**src/rtl/seq_detector_param.sv**
```systemverilog
// Parametrised serial pattern detector with a same-cycle Mealy match, a registered Moore match
// and a saturating match counter. Pattern MSB is the first bit received.
module seq_detector_param #(
  parameter int unsigned          SEQ_LEN = 4,
  parameter logic [SEQ_LEN-1:0]   PATTERN = 4'b1011,
  parameter bit                   OVERLAP = 1'b1,
  parameter int unsigned          CNT_W   = 8
) (
  input  logic             clk,
  input  logic             rst,
  input  logic             in,
  input  logic             en,
  input  logic             cnt_clr,
  output logic             mealy_out,
  output logic             moore_out,
  output logic [CNT_W-1:0] match_count
);

  localparam int unsigned        FILL_W   = ($clog2(SEQ_LEN) < 1) ? 1 : $clog2(SEQ_LEN);
  localparam logic [FILL_W-1:0]  FILL_MAX = FILL_W'(SEQ_LEN - 1);

  if (SEQ_LEN < 2 || SEQ_LEN > 32) begin : g_bad_seq_len
    $error("seq_detector_param: SEQ_LEN must be in 2..32");
  end
  if (CNT_W < 1 || CNT_W > 32) begin : g_bad_cnt_w
    $error("seq_detector_param: CNT_W must be in 1..32");
  end

  logic [SEQ_LEN-2:0] hist_q, hist_d;
  logic [FILL_W-1:0]  fill_q, fill_d;
  logic               moore_q, moore_d;
  logic [CNT_W-1:0]   cnt_q, cnt_d;
  logic [SEQ_LEN-1:0] window;
  logic               match;

  always_comb begin
    window  = {hist_q, in};
    match   = en & ~rst & (fill_q == FILL_MAX) & (window == PATTERN);
    hist_d  = hist_q;
    fill_d  = fill_q;
    moore_d = moore_q;
    cnt_d   = cnt_q;

    // History and Moore state advance only on accepted bits
    if (en) begin
      moore_d = match;
      if (match && !OVERLAP) begin
        hist_d = '0;
        fill_d = '0;
      end else begin
        hist_d = window[SEQ_LEN-2:0];
        if (fill_q != FILL_MAX) fill_d = fill_q + 1'b1;
      end
    end

    if (cnt_clr) begin
      cnt_d = '0;
    end else if (match && (cnt_q != '1)) begin
      cnt_d = cnt_q + 1'b1;
    end
  end

  always_ff @(posedge clk) begin
    if (rst) begin
      hist_q  <= '0;
      fill_q  <= '0;
      moore_q <= 1'b0;
      cnt_q   <= '0;
    end else begin
      hist_q  <= hist_d;
      fill_q  <= fill_d;
      moore_q <= moore_d;
      cnt_q   <= cnt_d;
    end
  end

  assign mealy_out   = match;
  assign moore_out   = moore_q;
  assign match_count = cnt_q;

endmodule

```
**config.mk**
```make
export PLATFORM = sky130hd
export DESIGN_NAME = seq_detector_param
export DESIGN_NICKNAME = d
export VERILOG_FILES = /design/src/rtl/seq_detector_param.sv
export SDC_FILE = /design/constraint.sdc
export NUM_CORES = 1
export LEC_CHECK = 0
export ABC_CLOCK_PERIOD_IN_PS = 2540
export BUFFER_PORTS_ARGS = -buffer_cell sky130_fd_sc_hd__buf_2
export CAP_MARGIN = 20
export CELL_PAD_IN_SITES_DETAIL_PLACEMENT = 0
export CELL_PAD_IN_SITES_GLOBAL_PLACEMENT = 1
export CORE_MARGIN = 4
export CORE_UTILIZATION = 42
export CTS_CLUSTER_SIZE = 8
export DETAILED_ROUTE_END_ITERATION = 8
export HOLD_SLACK_MARGIN = 0.05
export PLACE_DENSITY_LB_ADDON = 0.2
export SLEW_MARGIN = 20
export SYNTH_ARGS = -nofsm -noshare
export SYNTH_HDL_FRONTEND = slang
export SYNTH_SLANG_ARGS = --single-unit
```
**constraint.sdc**
```tcl
create_clock -name clk -period 2.54 [get_ports clk]
set_input_delay 0.635 -clock clk [delete_from_list [all_inputs] [get_ports clk]]
set_output_delay 0.635 -clock clk [all_outputs]
set_load 0.005 [all_outputs]
```
# ---- Word level (Yosys, flattened, before mapping)
# Cells that the tools add are included.
dict set report classes {
  div 0
  eq_ne 4
  n_shift 0
  order_cmp 0
  bitwise 4
  muxes 0
  mul 0
  reduce_logical 3
  add_sub_neg 2
}
# cell count
set ops {}
lappend ops {{adder 8 x 1 -> 8 bit, second input constant} 1}
lappend ops {{inequality test 8 bit, second input constant} 1}
lappend ops {{equality test 4 bit, second input constant} 1}
lappend ops {{bitwise AND 1 bit} 3}
lappend ops {{adder 2 x 1 -> 2 bit, second input constant} 1}
lappend ops {{equality test 2 bit, second input constant} 1}
lappend ops {{inequality test 2 bit, second input constant} 1}
lappend ops {{AND reduction 2 bit} 1}
lappend ops {{OR reduction 2 bit} 1}
lappend ops {{logical AND 1 bit} 1}
lappend ops {{NOT 1 bit} 1}
dict set report totals {
  mem_bits_rw 0
  latchBits 0
  word_cells 17
  reg_bits 14
  mem_count 0
  mem_bits_ro 0
}

# ---- Longest topological paths before layout
dict set report depth {
  ltp_word 5
  depth_mapped 6
}

# ---- Least setup slack after synthesis
# Ideal clock, no wire load.
dict set report synth_timing {
  path_type {input port to output port}
  from {input rst}
  to {output mealy_out}
  t_required_ps 1905
  path_stages 4
  arrival_time_ps 1270
  n_path_buf 2
  slack_ps 635
  path_cell_list {buf_6 nand4b_4 nor3_2 buf_6}
}
dict set report synth_between {
  elab_chain_len 4
}
# item line_no
set synth_rtl {}
lappend synth_rtl {{start, declared} 10} ;# input logic rst,
lappend synth_rtl {{NOT 1 bit} 38} ;# match = en & ~rst & (fill_q == FILL_MAX) & (window == PATTERN);
lappend synth_rtl {{bitwise AND 1 bit (3 in series)} 38}
lappend synth_rtl {{end, declared} 14} ;# output logic mealy_out,
# Every way passes these cells.

# ---- Final worst setup path
# Same ends and word-level chain as after synthesis.

==> metrics <==
status complete, no violations; crit path cell chain buf_2, nand4b_4, nor3_2, buf_2; Die Footprint 2450 um^2; Clock Tree Buf Depth 2; most frequent CP cell buf_2; # hold bufs at CTS 0; post-synth top area share 38.8%; Critical Path RT 1.90 ns; Seq cells post-synth 14; clk_skew 0.00760 ns; Initial Utilization 46.3%; Placed Cells 100; VDD IR max 374 uV; largest net degree at the start of global routing 11; max_cap viols 0; sequential share of the synthesized area 38.8%; fin cells 103; Post-CTS Repair Setup Buffers 0; number of DRC markers in iteration 0 2; DR DRC count 0; hold path cells 1; pre-CTS worst setup slack 0.565 ns; # clock sinks 14; critical path arrival 1.34 ns; Crit-path slowest cell nand4b_4; Vias/cell between 5 and 6; grt total ovfl 0; vias in the first global route around 530; first-pass GRT wire length 2280 um; Num CTS Buffers 3; Finished Core Util a little over half; final setup fails 0; Pwr Density 462 nW/um^2; CP delay by family, top simple AND/OR/NAND/NOR gates; worst reg2reg path depth 6; main area contributors after synthesis dfxtp_1 (39%), mux2i_1 (6.9%), nor2_1 (4.7%); area grow syn2layout 12.3%; Setup TNS 0 ns; FILL cells 154; Worst R2R Setup Slack 1.02 ns; crit share post-route 77.8%; Die X 49.5 um; crit path time final 1.98 ns; worst r2r src fill_q[0]; clock slew at reported path FFs roughly 0.080 ns; clk root buf clkbuf_4; share of cells above drive strength 1 approximately 32%; htree depth 1; CP Class in -> out; top cell type by total area after synthesis dfxtp_1; sink of the worst hold path moore_out; leak pwr 0.384 nW; I/O pin count 15; Placeable Area 1560 um^2; synth warn 0; Gate Count Post-Synth 73; Critical Path Start Type primary input; Detail Route Antenna Nets 0; crit path launch rst; Synth cell types 31; DRT Wirelength ~1300 um; antenna violations before repair 0; post-CTS resize count 0; crit-path max FO 10; hold path start moore_out; routed vias roughly 580; Synth Cell Area 722 um^2; CP bufs+invs 2; CTS tree built; FF-to-FF End match_count[4]; Hold Path Class reg -> reg; GP Congestion 0.706; port bufs 14; CP endpoint kind output port; fmax 0.506 GHz; syn nets 80; clock latency on the worst-skew pair about 0.27 ns; Slew headroom 78.3%; drt pass-1 iters 2; final-report hold violation count 0; Avg Inst Size Synth between 9 and 10 um^2; n_diodes 0; die extent in y 49.5 um; RSZ-0062 raised after global routing false; total chip power 0.000375 W; Rows 14; slew at the pin with the worst max-slew slack 0.324 ns; slowest stage delay, CP 0.20 ns; gr usage total 12.5%; PnR worst setup slack 0.565 ns; Nets 96; Final HPWL DP roughly 980 um; Routed WL per cell roughly 13 um; final slew viol count 0
==> sequential cells by signal, indices dropped and copies added (netlist names) <==
| name | cells |
|---|---|
| match_count | 8 |
| fill_q | 2 |
| moore_out | 1 |
| hist_q | 3 |
==> through the flow <==
step | instance area (um^2) | hold slack, ns
after floorplan | 722 | 0.459
after global routing | 811 | 0.491
after global placement | 788 | 0.442
final | 811 | 0.464
after detailed placement | 788 | 0.447
after CTS | 811 | 0.469
==> per-layer routing <==
metal	vias up	global-route usage (%)	wire (um)
met1	262	15.7	658
met5	-	0	0
li1	301	-	-
met2	11	18.1	566
met4	0	8.29	13
met3	2	3.92	60
==> Yosys cell counts <==
| cell | instances |
|---|---|
| and2_2 | 1 |
| a311oi_2 | 1 |
| xnor2_1 | 1 |
| nor3_2 | 1 |
| a21o_2 | 1 |
| nand4_1 | 2 |
| nor4_4 | 1 |
| dfxtp_1 | 14 |
| buf_2 | 1 |
| nand2_1 | 4 |
| nor3_1 | 2 |
| nand4b_4 | 1 |
| nor2b_1 | 3 |
| and4_1 | 2 |
| clkbuf_1 | 1 |
| or3_2 | 1 |
| mux2i_1 | 5 |
| nand3_1 | 2 |
| a21oi_1 | 4 |
| or2_2 | 1 |
| and3b_1 | 1 |
| a31oi_1 | 2 |
| and3_1 | 3 |
| a311oi_1 | 1 |
| a211oi_2 | 1 |
| and2_4 | 1 |
| a31o_1 | 1 |
| a41o_1 | 1 |
| nor2_1 | 9 |
| buf_6 | 2 |
| ha_1 | 2 |
==> cells in the final DEF (no fill, tap or decap) <==
cell type  count
nor3_2         1
nand3_1        2
nand4_1        2
buf_4          1
a31oi_1        2
ha_1           2
nand4b_4       1
and3b_1        1
and2_2         1
nand2_1        4
nor4_4         1
a21o_2         1
nor2b_1        3
a41o_1         1
a311oi_2       1
mux2i_1        5
and3_1         3
and2_4         1
dfxtp_1       14
a211oi_2       1
or2_2          1
nor2_1         9
a311oi_1       1
a21oi_1        4
xnor2_1        1
nor3_1         2
or3_2          1
a31o_1         1
and4_1         2
buf_2         14
clkbuf_4       3
==> kinds of logic (layout without fill, tap and decap cells) <==
group | Yosys count | count (layout) | synth area share [%]
buffers and inverters | 4 | 18 | 4.33
flip-flops | 14 | 14 | 38.8
AO/OA/AOI/OAI | 12 | 12 | 13.3
adder cells (fa/ha/maj) | 2 | 2 | 3.47
XOR/XNOR | 1 | 1 | 1.21
AND/OR/NAND/NOR | 35 | 35 | 31.9
multiplexers | 5 | 5 | 6.93
==> power breakdown <==
| group | total (W) | leakage (nW) | internal (W) | switching [W] |
|---|---|---|---|---|
| logic | 0.0000262 | 0.257 | 0.0000123 | 0.0000139 |
| registers | 0.000229 | 0.113 | 0.000225 | 0.00000435 |
| clock network | 0.000119 | 0.0138 | 0.0000548 | 0.0000645 |
==> cell type report <==
type	instances	area [um^2]	area share, %
clock buffers	3	22.5	2.78
multi-input cells	55	410	50.6
flip-flops and latches	14	280	34.6
well taps	16	20.0	2.47
repair buffers	15	77.6	9.57
==> worst max-delay path by stage <==
stage           endpoint  slack [ns]  depth (start not counted)
2_1_floorplan  mealy_out        0.64                          4
6_report       mealy_out        0.56                          4
3_3_place_gp   mealy_out        0.57                          4
5_1_grt        mealy_out        0.45                          4
4_1_cts        mealy_out        0.55                          4
3_5_place_dp   mealy_out        0.57                          4
Power figures use the tool's default switching activity.
